[src/rtl/aont_chaff_serializer.sv]
// AONT chaff serializer: turns one accepted frame into wheat/chaff packet pairs,
// one pair per symbol, with the order inside each pair picked by an LFSR bit.
//
// state  | meaning
// IDLE   | waiting for a frame, in_ready high
// FIRST  | presenting the first packet of pair k
// SECOND | presenting the second packet of pair k
module aont_chaff_serializer #(
    parameter int          noofblocks = 9,
    parameter int          lslen      = 16,
    parameter int          lslenlog   = 4,
    parameter int          TAGW       = 16,
    parameter int          SEQW       = 8,
    parameter logic [15:0] LFSR_SEED  = 16'hACE1
) (
    input  logic                                   clk,
    input  logic                                   rstn,
    input  logic                                   in_valid,
    output logic                                   in_ready,
    input  logic [noofblocks*lslen*lslenlog-1:0]   in_frame,
    input  logic [TAGW-1:0]                        key,
    output logic                                   out_valid,
    input  logic                                   out_ready,
    output logic [SEQW-1:0]                        out_seq,
    output logic [lslenlog-1:0]                    out_data,
    output logic [TAGW-1:0]                        out_tag,
    output logic                                   out_wheat,
    output logic                                   out_last
);

    localparam int              NSYM   = noofblocks * lslen;
    localparam int              FRAMEW = NSYM * lslenlog;
    localparam int              IDXW   = $clog2(FRAMEW);
    localparam logic [SEQW-1:0] K_LAST = SEQW'(NSYM - 1);
    // An all-zero Galois LFSR never leaves zero, so a zero seed is remapped.
    localparam logic [15:0]     SEED   = (LFSR_SEED == 16'h0000) ? 16'h0001 : LFSR_SEED;

    typedef enum logic [1:0] {IDLE, FIRST, SECOND} state_t;

    state_t              state_q, state_d;
    logic [FRAMEW-1:0]   frame_q, frame_d;
    logic [TAGW-1:0]     key_q, key_d;
    logic [SEQW-1:0]     k_q, k_d;
    logic [15:0]         lfsr_q, lfsr_d;
    logic [15:0]         lfsr_step;

    logic                in_ready_q, in_ready_d;
    logic                out_valid_q, out_valid_d;
    logic [SEQW-1:0]     out_seq_q, out_seq_d;
    logic [lslenlog-1:0] out_data_q, out_data_d;
    logic [TAGW-1:0]     out_tag_q, out_tag_d;
    logic                out_wheat_q, out_wheat_d;
    logic                out_last_q, out_last_d;

    logic [IDXW-1:0]     sym_base;
    logic [lslenlog-1:0] sym;
    logic [TAGW-1:0]     tag_w, tag_c;
    logic                is_wheat;

    assign lfsr_step = {1'b0, lfsr_q[15:1]} ^ (lfsr_q[0] ? 16'hB400 : 16'h0000);

    // Next-state logic: frame capture, pair sequencing and LFSR stepping.
    always_comb begin
        state_d = state_q;
        frame_d = frame_q;
        key_d   = key_q;
        k_d     = k_q;
        lfsr_d  = lfsr_q;
        case (state_q)
            IDLE: begin
                if (in_valid) begin
                    frame_d = in_frame;
                    key_d   = key;
                    k_d     = '0;
                    state_d = FIRST;
                end
            end
            FIRST: begin
                if (out_ready) state_d = SECOND;
            end
            SECOND: begin
                if (out_ready) begin
                    lfsr_d = lfsr_step;
                    if (k_q == K_LAST) begin
                        state_d = IDLE;
                    end else begin
                        k_d     = k_q + 1'b1;
                        state_d = FIRST;
                    end
                end
            end
            default: state_d = IDLE;
        endcase
    end

    // Packet contents are computed from next-state values so every output is a flop.
    always_comb begin
        sym_base    = IDXW'(k_d) * IDXW'(lslenlog);
        sym         = frame_d[sym_base +: lslenlog];
        tag_w       = (key_d ^ TAGW'(k_d)) + TAGW'(sym);
        tag_c       = tag_w ^ TAGW'(lfsr_d | 16'h0001);
        // lfsr_d[0] is the pair-start bit; it only changes when leaving SECOND.
        is_wheat    = (state_d == FIRST) ? ~lfsr_d[0] : lfsr_d[0];
        in_ready_d  = 1'b0;
        out_valid_d = 1'b0;
        out_seq_d   = '0;
        out_data_d  = '0;
        out_tag_d   = '0;
        out_wheat_d = 1'b0;
        out_last_d  = 1'b0;
        if (state_d == IDLE) begin
            in_ready_d = 1'b1;
        end else begin
            out_valid_d = 1'b1;
            out_seq_d   = k_d;
            out_data_d  = is_wheat ? sym : ~sym;
            out_tag_d   = is_wheat ? tag_w : tag_c;
            out_wheat_d = is_wheat;
            out_last_d  = (state_d == SECOND) && (k_d == K_LAST);
        end
    end

    // State and output registers with synchronous active-low reset.
    always_ff @(posedge clk) begin
        if (!rstn) begin
            state_q     <= IDLE;
            frame_q     <= '0;
            key_q       <= '0;
            k_q         <= '0;
            lfsr_q      <= SEED;
            in_ready_q  <= 1'b1;
            out_valid_q <= 1'b0;
            out_seq_q   <= '0;
            out_data_q  <= '0;
            out_tag_q   <= '0;
            out_wheat_q <= 1'b0;
            out_last_q  <= 1'b0;
        end else begin
            state_q     <= state_d;
            frame_q     <= frame_d;
            key_q       <= key_d;
            k_q         <= k_d;
            lfsr_q      <= lfsr_d;
            in_ready_q  <= in_ready_d;
            out_valid_q <= out_valid_d;
            out_seq_q   <= out_seq_d;
            out_data_q  <= out_data_d;
            out_tag_q   <= out_tag_d;
            out_wheat_q <= out_wheat_d;
            out_last_q  <= out_last_d;
        end
    end

    assign in_ready  = in_ready_q;
    assign out_valid = out_valid_q;
    assign out_seq   = out_seq_q;
    assign out_data  = out_data_q;
    assign out_tag   = out_tag_q;
    assign out_wheat = out_wheat_q;
    assign out_last  = out_last_q;

endmodule

[config.mk]
export PLATFORM = sky130hd
export DESIGN_NAME = aont_chaff_serializer
export DESIGN_NICKNAME = d
export VERILOG_FILES = /design/src/rtl/aont_chaff_serializer.sv
export SDC_FILE = /design/constraint.sdc
export NUM_CORES = 2
export LEC_CHECK = 0
export ABC_AREA = 1
export CAP_MARGIN = 10
export CORE_AREA = 2 2 246 248
export CTS_CLUSTER_SIZE = 12
export DETAILED_ROUTE_END_ITERATION = 10
export DIE_AREA = 0 0 248 250
export GPL_ROUTABILITY_DRIVEN = 0
export PLACE_DENSITY = 0.81
export SYNTH_ARGS = -nofsm -noshare
export SYNTH_HDL_FRONTEND = slang
export SYNTH_SLANG_ARGS = --single-unit
[constraint.sdc]
create_clock -name clk -period 8.6 [get_ports clk]
set_input_delay 1.29 -clock clk [delete_from_list [all_inputs] [get_ports clk]]
set_output_delay 1.29 -clock clk [all_outputs]
set_load 0.03 [all_outputs]
Word level (Yosys, flattened, before mapping)
Index checks and enable logic that the tools add are counted.
- output and inout bits: 32
- logic and storage cells: 52
- input bits: 596
- flip-flop bits (word level): 650
- bitwise operators: 6
- equal/unequal tests: 6
- multiplexer cells: 21
- shifts and indexed selects: 1
- reduce and logical (&&, ||, !) cells: 4
- add/subtract/negate cells: 2
- operators with widths (cell ; count):
    2-to-1 mux 576 bit ; 2
    indexed part select 576 x 11 -> 4 bit ; 1
    2-to-1 mux 16 bit ; 6
    2-to-1 mux 8 bit ; 3
    adder 16 x 4 -> 16 bit ; 1
    == test 8 bit, second input constant ; 2
    case mux 8 bit (2 select lines) ; 1
    bitwise XOR 15 x 16 -> 16 bit ; 1
    bitwise XOR 16 bit ; 1
    bitwise XOR 16 x 8 -> 16 bit ; 1
    adder 8 x 1 -> 8 bit, second input constant ; 1
    2-to-1 mux 2 bit ; 3
    case mux 2 bit (3 select lines) ; 1
    == test 2 x 1 -> 1 bit, second input constant ; 2
    == test 2 bit, second input constant ; 2
    logical NOT 2 bit ; 2
    2-to-1 mux 1 bit ; 4
    2-to-1 mux 4 bit ; 1
    NOT 4 bit ; 1
    NOT 1 bit ; 2
    OR reduction 2 bit ; 1
    logical AND 1 bit ; 1

Depth between registers and ports, before layout
- word-level depth: 8
- gate-level depth with buffers: 36
- mapped depth without buffers: 35

Worst setup path after synthesis
No wires, ideal clock.
- path type: input to register
- from: input out_ready
- to: register out_tag_q[12], in the netlist out_tag[12]
- arrival: 4.426 ns
- library setup time: 0.127 ns
- path buffers: 2
- data required time: 8.473 ns
- stages on the path: 27
- slack: 4.046 ns
- path through: buf_4 inv_2 nor2_8 nand2_2 nand2_4 nand3_4 inv_2 clkbuf_1 nand2_1 o211ai_1 nand3_1 nand3_1 nand3_1 nand3_1 nand2_1 nand3_2 nand2_2 ha_1 fa_1 a21oi_1 o21bai_1 and3_1 nand2_1 nor2_2 nand3_1 xor2_1 nor2_1
- cells in the longest elaborated chain, start to end: 6
- elaborated cells between the ends (all ways): 17
- those cells by class: add/sub (1); eq/ne (1); shift (1); mux (9); bitwise (3); reduce/logical (2)
- RTL lines (item ; line ; source):
    start, declared ; 23 ; input logic out_ready,
    2-to-1 mux 8 bit ; 82 ; if (out_ready) begin
    case mux 8 bit (2 select lines) ; 69 ; case (state_q)
    indexed part select 576 x 11 -> 4 bit or bitwise XOR 16 x 8 -> 16 bit (tied branches) ; 99, 100 ;
    adder 16 x 4 -> 16 bit ; 100 ; tag_w = (key_d ^ TAGW'(k_d)) + TAGW'(sym);
    bitwise XOR 16 bit ; 101 ; tag_c = tag_w ^ TAGW'(lfsr_d | 16'h0001);
    2-to-1 mux 16 bit ; 117 ; out_tag_d = is_wheat ? tag_w : tag_c;
    end signal, assigned ; 148 ; out_tag_q <= out_tag_d;
    end, declared ; 51 ; logic [TAGW-1:0] out_tag_q, out_tag_d;
Several ways; a longest one is shown, not always the timed one.
A chain may end at the register's enable or synchronous reset.

Final worst setup path
- from: input in_valid
- to: register out_tag_q[13], in the netlist out_tag[13]
- cells in the longest elaborated chain, start to end: 6
- elaborated cells between the ends (all ways): 17
- those cells by class: add/sub (1); eq/ne (1); shift (1); mux (10); bitwise (2); reduce/logical (2)
- RTL lines (item ; line ; source):
    start, declared ; 18 ; input logic in_valid,
    2-to-1 mux 8 bit (tied with other cells) ; 71 ; if (in_valid) begin
    case mux 8 bit (2 select lines) (tied with other cells) ; 69 ;
    indexed part select 576 x 11 -> 4 bit or bitwise XOR 16 x 8 -> 16 bit (tied branches) ; 99, 100 ;
    adder 16 x 4 -> 16 bit ; 100 ;
    bitwise XOR 16 bit ; 101 ;
    2-to-1 mux 16 bit ; 117 ;
Several ways; a longest one is shown, not always the timed one.

==> results by group <==
STA
  – Final Slew Violations: 0
  – Crit path time final: roughly 6.5 ns
  – Final worst slack: about 2.1 ns
  – Post-Route Setup TNS: 0 ns
  – Relative slew slack: 27.3%
  – RSZ-0062 raised after global routing: no
  – Worst hold margin: roughly 0.47 ns
  – Fmax: 154 MHz
  – # setup viols final: 0
  – Clk_skew: 0.0160 ns
  – Final hold violation count: 0
  – Worst-Margin Slew: around 1.1 ns
  – Fin crit share: about 76%

Run status
  – Outcome: finished, final reports clean

Layout
  – Layout cells sized above 1: slightly below 6%
  – Sequential Area: ~0.013 mm^2
  – Final Util: between 60% and 70%
  – Commonest non-fill, non-tap cell in the layout: nand2_1
  – Most frequent cells in the layout: nand2_1, dfxtp_1, clkdlybuf4s50_1
  – Fillcell total: between 4,000 and 5,000
  – Post-route cell area: 0.0394 mm^2
  – Multi-input combinational cell area: between 0.015 and 0.02 mm^2
  – # nets final: 5,205
  – Area grow syn2layout: 26.9%

Synth
  – Post-synthesis cell type with the largest combined area: dfxtp_1
  – Top_reg_cell synth: dfxtp_1
  – Post-synth top area share: between 40% and 50%
  – EDFF count, synth: 0
  – Synthesized area per cell: ~7.4 um^2
  – Yosys reg bits: 650
  – Distinct cell type count after synthesis: 46
  – Syn Nets: about 4,800
  – Sequential share of the synthesized area: a little over two fifths
  – Gate count of the mapped netlist: approximately 4,200
  – Ranking of synthesized cells by area: dfxtp_1, nand2_1, mux2i_1, nor2_1, nand3_1
  – Ys async rst share: 0%
  – Yosys warns: 0
  – Cell area after synthesis: 0.0310 mm^2

Global routing
  – Gr usage total: approximately 33%
  – First-pass GRT wire length: about 160,000 um
  – Grt total ovfl: 0
  – Initial antenna violation count: 30
  – Vias in the first global route: 27,800
  – Pin count of the biggest net entering global routing: 207

Placement
  – Pre-CTS WS: 1.60 ns
  – # port buffers: 627
  – Hpwl dp: approximately 71,000 um
  – Placed cell area: between 0.03 and 0.04 mm^2

Critical path
  – Flop2flop setup slack: 2.50 ns
  – Worst-path fanout max: 98
  – Worst Setup End Kind: flop
  – Crit Path Category: input port to flop
  – CP max-delay cell: inv_6
  – Worst stage delay on the critical path: slightly below 0.8 ns
  – Reg2Reg Capture Point: out_tag[13]
  – Most numerous cell on the critical path: nand2_1
  – Depth of the most critical reg-to-reg path: 35
  – Worst r2r src: k_q[1]
  – Worst setup SP type: input port
  – CP required: 9.10 ns
  – Arr. time, crit path: 7.01 ns

Route
  – Total Routed Length: 106,000 um
  – Antenna Nets Post-Route: 0
  – Drt first pass iters: 5
  – Initial drt markers: ~3,200
  – WL/cell: between 15 and 20 um
  – Drt via density: between 5 and 6
  – Drc violations: 0
  – Vias: 30,000

Clocking
  – CTS root buf: clkbuf_16
  – Clk_lat worst skew: between 0.6 and 0.7 ns
  – H-tree depth: 3
  – CTS Buf Count: a little under 70
  – Postcts setup bufs: 0
  – Clock-pin slew on the worst setup and hold paths: ~0.060 ns
  – Hold buffer count at cts: 0
  – Clk sink count: between 600 and 700
  – Cts repair resizes: 0
  – TritonCTS clock tree: yes
  – Clock buffer depth: 3

Floorplan
  – Die Y: ~250 um
  – Die W: approximately 250 um
  – Top-Level Pins: between 600 and 700
  – Core area: between 0.05 and 0.06 mm^2
  – Initial Util: about 52%
  – # rows: 90
  – Die area: approximately 0.062 mm^2

Hold path
  – Hold Path Depth: 2
  – Hold worst-path end: frame_q[96]
  – Hold Path Class: flop to flop
  – Hold_sp: frame_q[96]

Run
  – Max_cap viols: 0

Pwr
  – Maximum VDD drop: 151 uV
  – Leak Pwr: between 15 and 20 nW
  – Power density over the cells: just under 200 mW/mm^2
## cells by family (layout without fill, tap and decap cells)
kind of cell               after synthesis  count (layout)  synth area share, %
and+or+nand+nor                       2179            2179                 30.1
DFF                                    650             650                 41.9
buffers and inverters                  556            1020                 7.88
AOI/OAI and AO/OA                      449             449                 8.80
muxes                                  313             313                 10.1
xor gates and xnor gates                31              31                0.899
adders and majority gates                6               6                0.266
other                                    0              19                    0
## flip-flops by register name, summed over array words and instances (netlist names), 2 cells and up
register and flops:
frame_q 576, k_q 8, key_q 16, lfsr_q 16
out_data 4, out_seq 8, out_tag 16, state_q 2
## worst max path at each step
stage          startpoint  cells after the start  slack (ns)           to
2_1_floorplan   out_ready                     27        4.05  out_tag[12]
3_3_place_gp     in_valid                     26        1.73  out_tag[14]
3_5_place_dp    out_ready                     27        1.60  out_tag[12]
4_1_cts         out_ready                     27        2.21  out_tag[12]
5_1_grt         out_ready                     31        1.69  out_tag[13]
6_report         in_valid                     31        2.09  out_tag[13]
## layer usage
layer  vias up  GRT usage, %  routed length, um
met5         -             0                138
met4        22          15.4               4610
met3       263          6.34               9680
met2      1401          52.7              49300
met1     13900          42.5              42400
li1      14500             -                  -
## power by group
part	switching [mW]	internal [mW]	total (mW)	leakage, nW
Sequential	0.0586	3.24	3.30	5.35
Clock	1.24	1.63	2.86	1.02
Combinational	0.862	0.710	1.57	11.8
## cells in the mapped netlist (12+ instances only)
master and count:
a21oi_1 106, buf_1 17, buf_2 138, buf_4 26
buf_6 12, clkbuf_1 117, dfxtp_1 650, inv_1 232
mux2i_1 312, nand2_1 940, nand3_1 385, nand4_1 96
nor2_1 594, o211ai_1 45, o21a_1 134, o21ai_0 93
o21ai_1 59, or2_0 14, or2_2 111, xnor2_1 13
xor2_1 17
## stage by stage
stage	cells	total power, mW
3_3_place_gp	5314	4.88
4_1_cts	5430	7.75
3_5_place_dp	5314	4.91
6_report	5449	7.74
5_1_grt	5448	8.05
2_1_floorplan	4184	4.34
## cell type report
class,instances,share of cell area [%]
multi-input combinational,2978,39.7
sequential,650,33.0
timing repair buffer,658,16.9
clock buffer,106,5.07
tap,782,2.48
inverter,246,2.41
clock inverter,10,0.299
antenna,19,0.121
## critical path: cells and delay by family
family / cells / cell delay [ns]
buf+inv: 6 / 2.11
compound gates: 4 / 0.85
fa+ha+maj: 1 / 0.29
simple gates: 20 / 2.36
No activity file was read; power rests on OpenSTA's default activity.
